[src/rtl/mem_arbiter.sv]
// Byte-serial memory arbiter: one load/store port and two instruction-fetch
// ports share a single 8-bit memory. Load/store wins; fetch ports round-robin.
module mem_arbiter #(
  parameter int ADDR_WIDTH = 32
) (
  input  logic                  clk,
  input  logic                  rst,
  input  logic                  rdy,
  input  logic                  ls_req,
  input  logic                  ls_we,
  input  logic [ADDR_WIDTH-1:0] ls_addr,
  input  logic [2:0]            ls_size,
  input  logic [31:0]           ls_wdata,
  output logic                  ls_done,
  output logic [31:0]           ls_rdata,
  input  logic                  if0_req,
  input  logic                  if1_req,
  input  logic [ADDR_WIDTH-1:0] if0_addr,
  input  logic [ADDR_WIDTH-1:0] if1_addr,
  output logic                  if0_done,
  output logic                  if1_done,
  output logic [31:0]           if_rdata,
  input  logic [7:0]            mem_din,
  output logic [7:0]            mem_dout,
  output logic [ADDR_WIDTH-1:0] mem_a,
  output logic                  mem_wr
);

  typedef enum logic [1:0] {S_IDLE, S_READ, S_WRITE, S_DONE} state_t;
  typedef enum logic [1:0] {OWN_LS, OWN_IF0, OWN_IF1} owner_t;

  function automatic logic [2:0] size_decode(input logic [2:0] size);
    case (size)
      3'd1:    size_decode = 3'd1;
      3'd2:    size_decode = 3'd2;
      default: size_decode = 3'd4;
    endcase
  endfunction

  function automatic logic [7:0] byte_sel(input logic [31:0] word, input logic [2:0] idx);
    case (idx)
      3'd0:    byte_sel = word[7:0];
      3'd1:    byte_sel = word[15:8];
      3'd2:    byte_sel = word[23:16];
      3'd3:    byte_sel = word[31:24];
      default: byte_sel = 8'd0;
    endcase
  endfunction

  function automatic logic [31:0] byte_ins(input logic [31:0] word, input logic [2:0] idx,
                                           input logic [7:0] b);
    byte_ins = word;
    case (idx)
      3'd0:    byte_ins[7:0]   = b;
      3'd1:    byte_ins[15:8]  = b;
      3'd2:    byte_ins[23:16] = b;
      3'd3:    byte_ins[31:24] = b;
      default: byte_ins = word;
    endcase
  endfunction

  state_t                r_state, w_state_nxt;
  owner_t                r_owner, w_owner_nxt;
  logic [2:0]            r_k, w_k_nxt;
  logic [2:0]            r_n, w_n_nxt;
  logic [ADDR_WIDTH-1:0] r_base, w_base_nxt;
  logic [31:0]           r_wdata, w_wdata_nxt;
  logic [31:0]           r_asm, w_asm_nxt;
  logic                  r_last_if0, w_last_if0_nxt;
  logic [7:0]            r_din_hold;
  logic                  r_hold_vld;
  logic [ADDR_WIDTH-1:0] r_mem_a, w_mem_a_nxt;
  logic [7:0]            r_mem_dout, w_mem_dout_nxt;
  logic                  r_mem_wr, w_mem_wr_nxt;
  logic                  r_ls_done, w_ls_done_nxt;
  logic                  r_if0_done, w_if0_done_nxt;
  logic                  r_if1_done, w_if1_done_nxt;
  logic [31:0]           r_ls_rdata, w_ls_rdata_nxt;
  logic [31:0]           r_if_rdata, w_if_rdata_nxt;
  logic [7:0]            w_din;
  logic [2:0]            w_kidx;
  logic [ADDR_WIDTH-1:0] w_k_ext;

  // The byte answering the address of the last active cycle arrives in the
  // first paused cycle; keep it so a resumed read captures the right byte.
  assign w_din   = r_hold_vld ? r_din_hold : mem_din;
  assign w_kidx  = r_k - 3'd1;
  assign w_k_ext = {{(ADDR_WIDTH-3){1'b0}}, w_k_nxt};

  // Next-state, arbitration and byte assembly
  always_comb begin
    w_state_nxt    = r_state;
    w_owner_nxt    = r_owner;
    w_k_nxt        = r_k;
    w_n_nxt        = r_n;
    w_base_nxt     = r_base;
    w_wdata_nxt    = r_wdata;
    w_asm_nxt      = r_asm;
    w_last_if0_nxt = r_last_if0;
    case (r_state)
      S_IDLE: begin
        if (ls_req) begin
          w_owner_nxt = OWN_LS;
          w_base_nxt  = ls_addr;
          w_n_nxt     = size_decode(ls_size);
          w_wdata_nxt = ls_wdata;
          w_k_nxt     = 3'd0;
          w_asm_nxt   = 32'd0;
          w_state_nxt = ls_we ? S_WRITE : S_READ;
        end else if (if0_req && (!if1_req || !r_last_if0)) begin
          w_owner_nxt    = OWN_IF0;
          w_base_nxt     = if0_addr;
          w_n_nxt        = 3'd4;
          w_k_nxt        = 3'd0;
          w_asm_nxt      = 32'd0;
          w_last_if0_nxt = 1'b1;
          w_state_nxt    = S_READ;
        end else if (if1_req) begin
          w_owner_nxt    = OWN_IF1;
          w_base_nxt     = if1_addr;
          w_n_nxt        = 3'd4;
          w_k_nxt        = 3'd0;
          w_asm_nxt      = 32'd0;
          w_last_if0_nxt = 1'b0;
          w_state_nxt    = S_READ;
        end else begin
          w_state_nxt = S_IDLE;
        end
      end
      S_READ: begin
        if (r_k != 3'd0) begin
          w_asm_nxt = byte_ins(r_asm, w_kidx, w_din);
        end else begin
          w_asm_nxt = r_asm;
        end
        if (r_k >= r_n) begin
          w_k_nxt     = 3'd0;
          w_state_nxt = S_DONE;
        end else begin
          w_k_nxt = r_k + 3'd1;
        end
      end
      S_WRITE: begin
        if (r_k >= r_n - 3'd1) begin
          w_k_nxt     = 3'd0;
          w_state_nxt = S_DONE;
        end else begin
          w_k_nxt = r_k + 3'd1;
        end
      end
      S_DONE: begin
        w_state_nxt = S_IDLE;
      end
      default: begin
        w_state_nxt = S_IDLE;
        w_k_nxt     = 3'd0;
      end
    endcase
  end

  // Output values for the coming cycle, derived from the next state
  always_comb begin
    w_mem_a_nxt    = '0;
    w_mem_dout_nxt = 8'd0;
    w_mem_wr_nxt   = 1'b0;
    w_ls_done_nxt  = 1'b0;
    w_if0_done_nxt = 1'b0;
    w_if1_done_nxt = 1'b0;
    w_ls_rdata_nxt = r_ls_rdata;
    w_if_rdata_nxt = r_if_rdata;
    if (w_state_nxt == S_WRITE) begin
      w_mem_a_nxt    = w_base_nxt + w_k_ext;
      w_mem_dout_nxt = byte_sel(w_wdata_nxt, w_k_nxt);
      w_mem_wr_nxt   = 1'b1;
    end else if (w_state_nxt == S_READ && w_k_nxt < w_n_nxt) begin
      w_mem_a_nxt = w_base_nxt + w_k_ext;
    end else begin
      w_mem_a_nxt = '0;
    end
    if (w_state_nxt == S_DONE) begin
      case (w_owner_nxt)
        OWN_LS:  w_ls_done_nxt  = 1'b1;
        OWN_IF0: w_if0_done_nxt = 1'b1;
        OWN_IF1: w_if1_done_nxt = 1'b1;
        default: w_ls_done_nxt  = 1'b0;
      endcase
    end else begin
      w_ls_done_nxt = 1'b0;
    end
    if (r_state == S_READ && w_state_nxt == S_DONE) begin
      if (r_owner == OWN_LS) begin
        w_ls_rdata_nxt = w_asm_nxt;
      end else begin
        w_if_rdata_nxt = w_asm_nxt;
      end
    end else begin
      w_ls_rdata_nxt = r_ls_rdata;
    end
  end

  // Main state and output registers; rdy=0 freezes them all
  always_ff @(posedge clk or negedge rst) begin
    if (!rst) begin
      r_state    <= S_IDLE;
      r_owner    <= OWN_LS;
      r_k        <= 3'd0;
      r_n        <= 3'd4;
      r_base     <= '0;
      r_wdata    <= 32'd0;
      r_asm      <= 32'd0;
      r_last_if0 <= 1'b0;
      r_mem_a    <= '0;
      r_mem_dout <= 8'd0;
      r_mem_wr   <= 1'b0;
      r_ls_done  <= 1'b0;
      r_if0_done <= 1'b0;
      r_if1_done <= 1'b0;
      r_ls_rdata <= 32'd0;
      r_if_rdata <= 32'd0;
    end else if (rdy) begin
      r_state    <= w_state_nxt;
      r_owner    <= w_owner_nxt;
      r_k        <= w_k_nxt;
      r_n        <= w_n_nxt;
      r_base     <= w_base_nxt;
      r_wdata    <= w_wdata_nxt;
      r_asm      <= w_asm_nxt;
      r_last_if0 <= w_last_if0_nxt;
      r_mem_a    <= w_mem_a_nxt;
      r_mem_dout <= w_mem_dout_nxt;
      r_mem_wr   <= w_mem_wr_nxt;
      r_ls_done  <= w_ls_done_nxt;
      r_if0_done <= w_if0_done_nxt;
      r_if1_done <= w_if1_done_nxt;
      r_ls_rdata <= w_ls_rdata_nxt;
      r_if_rdata <= w_if_rdata_nxt;
    end else begin
      r_state <= r_state;
    end
  end

  // Capture of the in-flight read byte at the start of a pause
  always_ff @(posedge clk or negedge rst) begin
    if (!rst) begin
      r_din_hold <= 8'd0;
      r_hold_vld <= 1'b0;
    end else if (!rdy && !r_hold_vld) begin
      r_din_hold <= mem_din;
      r_hold_vld <= 1'b1;
    end else if (rdy) begin
      r_hold_vld <= 1'b0;
    end else begin
      r_hold_vld <= r_hold_vld;
    end
  end

  assign mem_a    = r_mem_a;
  assign mem_dout = r_mem_dout;
  assign mem_wr   = r_mem_wr & rdy;
  assign ls_done  = r_ls_done;
  assign if0_done = r_if0_done;
  assign if1_done = r_if1_done;
  assign ls_rdata = r_ls_rdata;
  assign if_rdata = r_if_rdata;

endmodule

[config.mk]
export PLATFORM = sky130hd
export DESIGN_NAME = mem_arbiter
export DESIGN_NICKNAME = d
export VERILOG_FILES = /design/src/rtl/mem_arbiter.sv
export SDC_FILE = /design/constraint.sdc
export NUM_CORES = 1
export LEC_CHECK = 0
export CAP_MARGIN = 0
export CORE_MARGIN = 4
export CORE_UTILIZATION = 35
export CTS_BUF_LIST = sky130_fd_sc_hd__clkbuf_4
export DETAILED_ROUTE_END_ITERATION = 12
export GPL_TIMING_DRIVEN = 1
export PLACE_DENSITY = 0.66
export SYNTH_ARGS = -nofsm -noshare
export SYNTH_HDL_FRONTEND = slang
export SYNTH_SLANG_ARGS = --single-unit
[constraint.sdc]
create_clock -name clk -period 5.35 [get_ports clk]
set_input_delay 0.535 -clock clk [delete_from_list [all_inputs] [get_ports clk]]
set_output_delay 0.535 -clock clk [all_outputs]
set_load 0.02 [all_outputs]
# After elaboration in Yosys (flattened, before gate mapping)
# Cells that the tools add are included.
[op_classes] mux=53 shift=0 eq_ne=16 bitwise_logic=3 magnitude_cmp=3 reduce_logical=20 addsub=4 n_mul=0 n_div=0
[ops] operator="two-way mux 32 bit" n=12
[ops] operator="one-hot mux 32 bit (2 select lines)" n=1
[ops] operator="two-way mux 8 bit" n=6
[ops] operator="adder 32 x 3 -> 32 bit" n=1
[ops] operator="one-hot mux 8 bit (4 select lines)" n=1
[ops] operator="two-way mux 3 bit" n=9
[ops] operator="two-way mux 2 bit" n=8
[ops] operator="equality test 3 x 2 -> 1 bit, second input constant" n=5
[ops] operator="two-way mux 1 bit" n=13
[ops] operator="equality test 2 bit, second input constant" n=5
[ops] operator="equality test 3 x 1 -> 1 bit, second input constant" n=3
[ops] operator="one-hot mux 3 bit (3 select lines)" n=1
[ops] operator="one-hot mux 2 bit (4 select lines)" n=1
[ops] operator="equality test 2 x 1 -> 1 bit, second input constant" n=3
[ops] operator=">= comparator 3 bit" n=2
[ops] operator="zero test 2 bit" n=3
[ops] operator="zero test 3 bit" n=2
[ops] operator="one-hot mux 3 bit (2 select lines)" n=1
[ops] operator="AND reduction 3 bit" n=2
[ops] operator="subtractor 3 x 1 -> 3 bit, second input constant" n=2
[ops] operator="logical AND 1 bit" n=4
[ops] operator="zero test 1 bit" n=4
[ops] operator="AND reduction 4 bit" n=1
[ops] operator="nonzero test 2 bit" n=2
[ops] operator="6 further kinds" n=7
[totals] in_bits=146 regBits=224 rom_bits=0 wordCells=117 latchBits=0 n_memories=0 mem_bits_rw=0

# Depth between registers and ports, before layout
[logic_depth] depth_word=10 depth_mapped=20 depth_no_buf=18

# Worst setup path after synthesis
# No wires, ideal clock.
[synth_path] kind="register to register" from="register r_k[0]" to="register r_mem_a[27], in the netlist mem_a[27]" n_path_buf=1 t_arrival_ps=3685 required_time_ps=5216 path_stages_with_launch=17 setup_ps=134 setup_slack_ps=1531 cell_sequence="dfrtp_1 > inv_1 > ha_1 > and2_1 > o21ai_0 > o22ai_1 > a21oi_1 > buf_2 > inv_1 > ha_1 > a21o_1 > a21oi_1 > nor2_1 > nand3_1 > or4_1 > o31ai_1 > nand3_1"
[synth_via] elab_cells_between_ends=19 classes_between="2 x add/sub; 3 x order compare; 2 x eq/ne; 11 x mux; 1 x reduce/logical"
[synth_lines] element="from (decl)" line="64" source="logic [2:0] r_k, w_k_nxt;"
[synth_lines] element="from (signal assigned)" line="223" source="r_k <= w_k_nxt;"
[synth_lines] element="adder 3 x 1 -> 3 bit, or another cell as far along" line="140, 148"
[synth_lines] element="two-way mux 3 bit, on equally long branches" line="144, 136"
[synth_lines] element="one-hot mux 3 bit (3 select lines) (*)" line="100" source="case (r_state)"
[synth_lines] element="via w_k_nxt[1]" line="64"
[synth_lines] element="branches (longest 3 deep; another with adder 32 x 3 -> 32 bit)"
[synth_lines] element="two-way mux 32 bit (*)" line="171" source="if (w_state_nxt == S_WRITE) begin"
[synth_lines] element="to (signal assigned)" line="229" source="r_mem_a <= w_mem_a_nxt;"
[synth_lines] element="to (decl)" line="72" source="logic [ADDR_WIDTH-1:0] r_mem_a, w_mem_a_nxt;"
# Mark *: on every way through the listed nets, which the timed path passes.
# A chain may end at the register's enable or synchronous reset.

# Worst setup path after layout
[layout_path] from="register r_k[0]" to="register r_mem_a[26], in the netlist mem_a[26]"
# Same word-level chain as after synthesis.

==> impl_results.md <==
* Reg2Reg Launch Point: r_k[0]
* CTS buffer count at 67
* Vias in the first global route at between 10000 and 15000
* Synthesized netlist cell count at 1279
* Iter 0 DRT Violations at 1109
* Critical Path RT at 5860 ps
* Drt total wl at ~40000 um
* Clk buf depth at 3
* Largest net degree at the start of global routing at 118
* R2R depth at 15
* Initial antenna violation count at 5
* Min-delay src: ls_req
* CP bufs+invs at 2
* Worst min path class: input port to flip-flop
* Post-Syn Area at around 12000 um^2
* # nets final at 1701
* Post-route ant nets at 0
* Die Y at 196 um
* Initial DRT Pass Iterations at 5
* Wire length of the first global-routing pass at 62500 um
* Fin crit period at 5020 ps
* Critical path type: flip-flop to flip-flop
* Crit-path max cell delay at about 770 ps
* Most common cell in the netlist: dfrtp_1
* Number of flops mapped to enable cells by yosys at 0
* Setup bufs post-CTS at 0
* Maxcap violations at 0
* Tcrit/Tclk final at 0.939
* Slew @ Worst Pin at between 1000 and 1500 ps
* Area contributors post-synth: dfrtp_1 (45%), mux2_2 (5.4%), nor2_1 (4.9%), a21oi_1 (4.1%), o21ai_0 (3.1%)
* Yosys top cell by area: dfrtp_1
* Root Buffer: clkbuf_4
* Site row count at 68
* GP Congestion at 0.878
* Clock Skew at approximately 48 ps
* Reg clk slew, reported paths at 60 ps
* Depth of the CTS H-tree at 3
* R2R Setup Slk at 330 ps
* Outcome: finished clean
* Final hold violations at 0
* RSZ-0062 raised after global routing: false
* Max IR drop VDD at 0.271 mV
* CTS tree: built
* # fillers at ~3300
* Startpoint types: flip-flop
* Commonest cells in the netlist: dfrtp_1 (223), nor2_1 (161), a21oi_1 (100)
* Die width at 196 um
* Vias per Instance at roughly 5.5
* Final worst slack at around 330 ps
* Pwr/cell area at 633 nW/um^2
* Place WS at 530 ps
* Critical Path AT at 5530 ps
* DRC violations left at 0
* DPL Wire Length at 28200 um
* Share of the synthesized area in the top cell type at 0.453
* Crit path max fanout at 14
* Cell variety after synth at just under 90
* Clk sinks at 224
* Seq/Total Area, Yosys at 0.455
* PortBufs at 253
* Crit-path cells: inv_1 -> ha_1 -> and2_1 -> o21ai_0 -> o22ai_1 -> a21boi_0 -> o21ai_0 -> ha_1 -> a21o_1 -> a211oi_1 -> o31ai_1 -> or2_1 -> buf_4 -> a311o_1 -> o221ai_1
* CP delay by family, top: compound AO/OA/AOI/OAI gates
* Crit end category: flip-flop
* Vias post-DR at ~11000
* Avg Cell Area, Syn at a little under 10 um^2
* Layout cells sized above 1 at 0.149
* Setup-failing EPs final at 0
* Leakage power at 0.00660 uW
* Yosys reg bits at 224
* Hold EP: ls_done
* Leading register cell type out of synthesis: dfrtp_1
* Hold path depth at 5
* Setup TNS at 0 ps
* Slew Viols, Final at 0
* Area growth syn-to-layout at 30.0%
* Synth async-reset ratio at 1.00
* CP max-delay cell: o31ai_1
* Ys Warns at 0
* Worst-skew pair later-pin latency at 700 ps
* Core Area at 34600 um^2
* Max-Slew Margin vs Limit at 0.325
* Ports at 254
* Total Routing Usage GR at 0.202
* Global route overflow at 0
* Reg2reg end: mem_a[26]
* Die area at between 30000 and 40000 um^2
* FMAX at 0.199 GHz
* Syn_nets at 1444
* Initial Util at 0.356
* Per-cell routed wire length at 19.7 um
## layout by cell type, fill, tap and decap left out, types with 27 or more instances in the layout
cell / instances
dfrtp_1: 223
mux2_2: 59
clkbuf_4: 91
inv_1: 38
buf_4: 32
a22oi_1: 36
nor2_1: 158
nor3_1: 27
a21oi_1: 99
clkdlybuf4s50_1: 248
o21ai_0: 77
nand2_1: 87
## worst min-delay path, stage by stage
cell	delay (ps)
buf_2	150
nor2_1	130
a21oi_1	80
inv_1	60
o2bb2ai_1	60
## metrics by stage
step | power, uW | util | cells | cell area (um^2) | hold slack (ps)
floorplan | 6500 | - | 1279 | 12300 | 239
finish | 10100 | 0.462 | 2036 | 16000 | 391
global placement | 8300 | 0.438 | 1921 | 15200 | 461
global route | 10900 | 0.462 | 2036 | 16000 | 412
detailed placement | 8460 | 0.438 | 1921 | 15200 | 470
CTS | 10200 | 0.462 | 2031 | 16000 | 345
## power by group
group	total [uW]	internal, uW	switching [uW]	leakage (uW)
sequential	2960	2450	514	0.00271
clock	1630	879	749	0.000473
combinational	5530	2270	3260	0.00341
## area by class of cell
cell class	count	area, um^2	area share
well taps	455	569	0.0356
flip-flops and latches	224	5610	0.350
inverters	41	154	0.00962
repair buffers	285	2760	0.173
clock inverters	18	131	0.00821
clock buffers	91	683	0.0427
multi-input cells	917	6080	0.380
diodes	5	12.5	0.000782
## how the worst max path moves through the flow
stage	slack, ps	to	depth (start not counted)	start
2_1_floorplan	1530	mem_a[27]	16	r_k[0]
3_3_place_gp	760	mem_a[15]	14	r_k[0]
3_5_place_dp	530	mem_a[16]	14	r_k[0]
4_1_cts	470	mem_a[26]	15	r_k[0]
5_1_grt	30	mem_a[26]	15	r_k[0]
6_report	330	mem_a[26]	15	r_k[0]
## layer usage
metal	up-vias	GRT usage	wire, um
met4	0	0.0652	884
met2	468	0.324	18900
met3	70	0.0478	2920
met5	-	0	0
met1	5507	0.271	17400
li1	5249	-	-
## logic make-up after synthesis
| family | share of synthesized area |
|---|---|
| XOR/XNOR | 0.00854 |
| buffers and inverters | 0.0520 |
| AO/OA/AOI/OAI | 0.222 |
| AND/OR/NAND/NOR | 0.159 |
| multiplexers | 0.0833 |
| flip-flops | 0.455 |
| adder cells (fa/ha/maj) | 0.0199 |
## timing repair
| item | in CTS | in global routing |
|---|---|---|
| resized for setup | 0 | 0 |
| hold endpoints to repair | 86 | 0 |
| hold buffers | 1 | 0 |
| endpoints found under the setup margin | 0 | 0 |
## state kept, by name, indices dropped and copies added, names as in the netlist
signal	cells
r_asm	32
r_din_hold	8
if0_done	1
if_rdata	32
r_k	3
r_mem_wr	1
mem_a	32
r_wdata	32
r_n	3
r_last_if0	1
mem_dout	8
if1_done	1
r_state	2
r_base	32
r_hold_vld	1
ls_done	1
ls_rdata	32
r_owner	2
Note: power is estimated with default switching activity, not from simulation.
==> variant 1 (config.mk and constraints unchanged) <==
The parameter `ADDR_WIDTH` goes from 32 to 40.
--- a/src/rtl/mem_arbiter.sv
+++ b/src/rtl/mem_arbiter.sv
@@ -1,7 +1,7 @@
 // Byte-serial memory arbiter: one load/store port and two instruction-fetch
 // ports share a single 8-bit memory. Load/store wins; fetch ports round-robin.
 module mem_arbiter #(
-  parameter int ADDR_WIDTH = 32
+  parameter int ADDR_WIDTH = 40
 ) (
   input  logic                  clk,
   input  logic                  rst,
Interface: changed (resized if0_addr, if1_addr, ls_addr and mem_a); port bits go from 254 to 286. No check against the original RTL was run, so the function may have changed too.
==> variant 1 against the original RTL <==
Largest power group unchanged. Highest routed layer is now met5. Routed wire length is 6.5% higher. Global-route usage increased by 0.46 points. Design area grew 6.2%. Sequential cell count grew 16. Total power fell by 3.1%. Sequential share of layout area increased by 0.31 points. Via count increased by 4.8%. Largest cell class unchanged. Clock power rose by 8%. Worst setup slack better by 0.40 ns. First-iteration DRC count shrank 13%. Critical path type unchanged. Area after synthesis increased by 5.3%.
==> variant 1: results (changes against the original RTL) <==
outcome: "completed"  # unchanged
hold_path_depth: 3  # was 5
ys_top_cells_by_count: "dfrtp_1 (239), nand2_1 (145), nor2_1 (132)"  # was dfrtp_1 (223), nor2_1 (161), a21oi_1 (100)
met3_usage_pct: 5.49  # was 4.78%
grt_antenna_before_repair: 9  # was 5
drive_gt1_share_pct: 15.1  # was 14.9%
crit_arrival_ns: 5.19  # was 5.53 ns
n_fill_cell: 3476  # was 3,328
cts_made_buffers: 68  # was 67
grt_pass1_vias: 11992  # was 11,426
crit_fanout: 12  # was 14
nets: 1800  # was 1,701
grt.total_usage_pct: 20.6  # was 20.2%
via_count: 11836  # was 11,294
synth-seq-area-share_pct: 46.3  # was 45.5%
dp_cells: 2008  # was 1,921
cp_top_family: "simple AND/OR/NAND/NOR gates"  # was compound AO/OA/AOI/OAI gates
relSlewSlack_pct: 27.5  # was 32.5%
hold_slack_ns: 0.219  # was 0.391 ns
gp_congestion: 0.849  # was 0.878
dpl_cell_area_um2: 16100  # was 15,200 um^2
vdd_drop_max_mv: 0.248  # was 0.271 mV
numPortBuffers: 285  # was 253
slowest_delay_ns: 0.53  # was 0.77 ns
fin_crit_sh_pct: 86.4  # was 93.9%
syn_nets: 1519  # was 1,444
min-delay-start: "if1_req"  # was ls_req
clk_latency_ns: 0.74  # was 0.70 ns
htreeDepth: 3  # unchanged
preCtsSetupSlack_ns: 0.882  # was 0.530 ns
worstReg2RegStart: "r_state[0]$_DFFE_PN0P_"  # was r_k[0]$_DFFE_PN0P_
viasPerCell: 5.57  # was 5.55
netlist_instances: 1330  # was 1,279
grt_pass1_wl_um: 67200  # was 62,500 um
power_leakage_nw: 6.91  # was 6.60 nW
grt_max_degree: 135  # was 118
grt_use_met1_pct: 26.6  # was 27.1%
ys_types: 84  # was 87
synth_xor_area_share_pct: 2.63  # was 0.854%
skew_ns: 0.0627  # was 0.0476 ns
synth-compound-area-share_pct: 21.6  # was 22.2%
area_delta_synth_final_pct: 31.1  # was 30.0%
-- variant 1: cell count changes in the layout (fill, tap and decap cells not counted), sizes merged, moves of 10 or more --
cell	delta
a31oi	+11
clkdlybuf4s50	+32
dfrtp	+16
inv	-19
mux2i	-15
nand2	+58
nor2	-30
o21ai	+29
o221ai	-13
o2bb2ai	+36
o31ai	-10
xnor2	+13
xor2	+14
-- variant 1: routing by layer --
metal / vias up / routed length, um
met5: - / 43
met2: 512 / 20300
li1: 5449 / -
met3: 99 / 3460
met1: 5770 / 17600
met4: 6 / 1390
-- variant 1: layout make-up --
class / count / share of cell area (%)
clock inverter: 12 / 0.802
inverter: 23 / 0.508
multi-input combinational: 970 / 37.7
clock buffer: 97 / 4.28
tap: 468 / 3.44
antenna: 7 / 0.103
timing repair buffer: 308 / 17.8
sequential: 240 / 35.3
-- variant 1: power by group --
group          leakage, nW  internal [mW]  switching (mW)
Clock                0.515          0.972           0.791
Sequential            2.94           2.63           0.588
Combinational         3.45           2.07            2.77
Total                 6.91           5.67            4.15
==> variant 2 (same flow settings) <==
Without the edit above. Re-encode `state_t` (4 states) as Gray code, 2 bits wide.
--- a/src/rtl/mem_arbiter.sv
+++ b/src/rtl/mem_arbiter.sv
@@ -26,7 +26,7 @@
   output logic                  mem_wr
 );
 
-  typedef enum logic [1:0] {S_IDLE, S_READ, S_WRITE, S_DONE} state_t;
+  typedef enum logic [1:0] {S_IDLE = 2'b00, S_READ = 2'b01, S_WRITE = 2'b11, S_DONE = 2'b10} state_t;
   typedef enum logic [1:0] {OWN_LS, OWN_IF0, OWN_IF1} owner_t;
 
   function automatic logic [2:0] size_decode(input logic [2:0] size);
Check against the original RTL: same outputs for any inputs over 4 cycles, from zero or initial values and one cycle with rst low; so few cycles prove little.
==> variant 2 against the original RTL <==
Total power fell by 9.9%. Area after synthesis down 8.8%. Routed wire length is 13% lower. Sequential cell count did not move. Critical path depth up 1. Combinational power decreased by 15%. Design area fell by 7.8%. Worst setup slack improved by 0.72 ns. Global-route usage decreased by 0.74 points. Final cell count decreased by 12%. Largest power group unchanged. Highest routed layer is now met5.
==> variant 2: results (changes against the original RTL) <==
outcome: "completed"  # unchanged
dpl.hpwl_um: 25000  # was 28,200 um
r2r_slack_ns: 1.05  # was 0.33 ns
highest_layer: "met5"  # was met4
crit_slowest_cell: "fa_1"  # was o31ai_1
grt_use_met1_pct: 27.0  # was 27.1%
grt_pass1_wl_um: 55200  # was 62,500 um
clk_pin_slew_ns: 0.07
crit_fanout: 16  # was 14
slowest_delay_ns: 0.52  # was 0.77 ns
nets: 1524  # was 1,701
grt_pass1_vias: 9723  # was 11,426
grt_max_degree: 122  # was 118
relSlewSlack_pct: 19.2  # was 32.5%
crit_arrival_ns: 4.94  # was 5.53 ns
routed-wl-met3_um: 2280  # was 2920 um
drive_gt1_share_pct: 16.0  # was 14.9%
viasPerCell: 5.36  # was 5.55
synth_area_leaders: "dfrtp_1 (50%), mux2_2 (7.0%), a21oi_1 (4.7%)"  # was dfrtp_1 (45%), mux2_2 (5.4%), nor2_1 (4.9%)
cts_made_buffers: 60  # was 67
numPortBuffers: 253  # unchanged
grt_antenna_before_repair: 3  # was 5
power_leakage_nw: 6.16  # was 6.60 nW
synth-seq-area-share_pct: 50.0  # was 45.5%
ys_types: 76  # was 87
htreeDepth: 2  # was 3
syn_nets: 1262  # was 1,444
grt_util_met2_pct: 30.6  # was 32.4%
grt.total_usage_pct: 19.4  # was 20.2%
gp_congestion: 0.897  # was 0.878
vdd_drop_max_mv: 0.247  # was 0.271 mV
drt_iter0_markers: 663  # was 1,109
dr.pass1.iters: 5  # unchanged
ys_top_cells_by_count: "dfrtp_1 (223), nor2_1 (120), a21oi_1 (105)"  # was dfrtp_1 (223), nor2_1 (161), a21oi_1 (100)
skew_ns: 0.0578  # was 0.0476 ns
root_buffer: "clkbuf_4"  # unchanged
route.met2.wl_um: 16000  # was 18,900 um
avgSynthCellArea_um2: 10.2  # was 9.63 um^2
clock_power_share_pct: 15.7  # was 16.1%
finalPower_mw: 9.12  # was 10.1 mW
wl_met1_um: 15700  # was 17,400 um
cp_top_family: "simple AND/OR/NAND/NOR gates"  # was compound AO/OA/AOI/OAI gates
met3_usage_pct: 4.50  # was 4.78%
dp_cells: 1698  # was 1,921
ys_warn_count: 0  # unchanged
intPower_mw: 5.23  # was 5.60 mW
busiest_layer: "met2"  # unchanged
layoutNonFillerInstCount: 1797  # was 2,036
pwr-share-seq_pct: 32.6  # was 29.3%
wl_per_cell_um: 19.4  # was 19.7 um
==> variant 2: cells by family after synthesis <==
family          Yosys count  share of synthesized area [%]
compound gates          305                           17.9
xor+xnor                 27                           2.11
fa+ha+maj                19                           2.19
buf+inv                  93                           4.05
flops                   224                           50.0
mux                      84                           8.27
simple gates            345                           15.6
==> variant 2: cell type report <==
type | count | area, um^2
Inverter | 20 | 75.1
Timing Repair Buffer | 273 | 2700
Tap cell | 402 | 503
Antenna cell | 2 | 5.00
Fill cell | 2968 | 16800
Multi-Input combinational cell | 780 | 5170
Clock buffer | 88 | 661
Clock inverter | 8 | 37.5
Sequential cell | 224 | 5610
==> variant 2: timing repair <==
item                                   4_1_cts  5_1_grt
gates resized for setup                      0        0
hold buffers                                 1        0
endpoints found under the hold margin      103        0
==> variant 2: final timing paths <==
path,from,endpoint,cells past startpoint
max reg2reg,r_n[1]$_DFFE_PN0P_,mem_a[30]$_DFFE_PN0P_,16
max in group asynchronous,rst,ls_rdata[3]$_DFFE_PN0P_,3
min,rdy,r_n[2]$_DFFE_PN1P_,2
min reg2reg,ls_rdata[27]$_DFFE_PN0P_,ls_rdata[27]$_DFFE_PN0P_,2
min in group asynchronous,rst,r_base[25]$_DFFE_PN0P_,2
max,r_n[1]$_DFFE_PN0P_,mem_a[30]$_DFFE_PN0P_,16
==> variant 2: through the flow <==
step | setup WS [ns] | util, % | hold WS (ns) | cell area [um^2]
2_1_floorplan | 1.72 | - | 0.239 | 11200
3_3_place_gp | 0.619 | 44.5 | 0.461 | 14000
3_5_place_dp | 0.549 | 44.5 | 0.469 | 14000
4_1_cts | 1.04 | 46.8 | 0.300 | 14800
5_1_grt | 0.607 | 46.8 | 0.340 | 14800
6_report | 1.05 | 46.8 | 0.351 | 14800
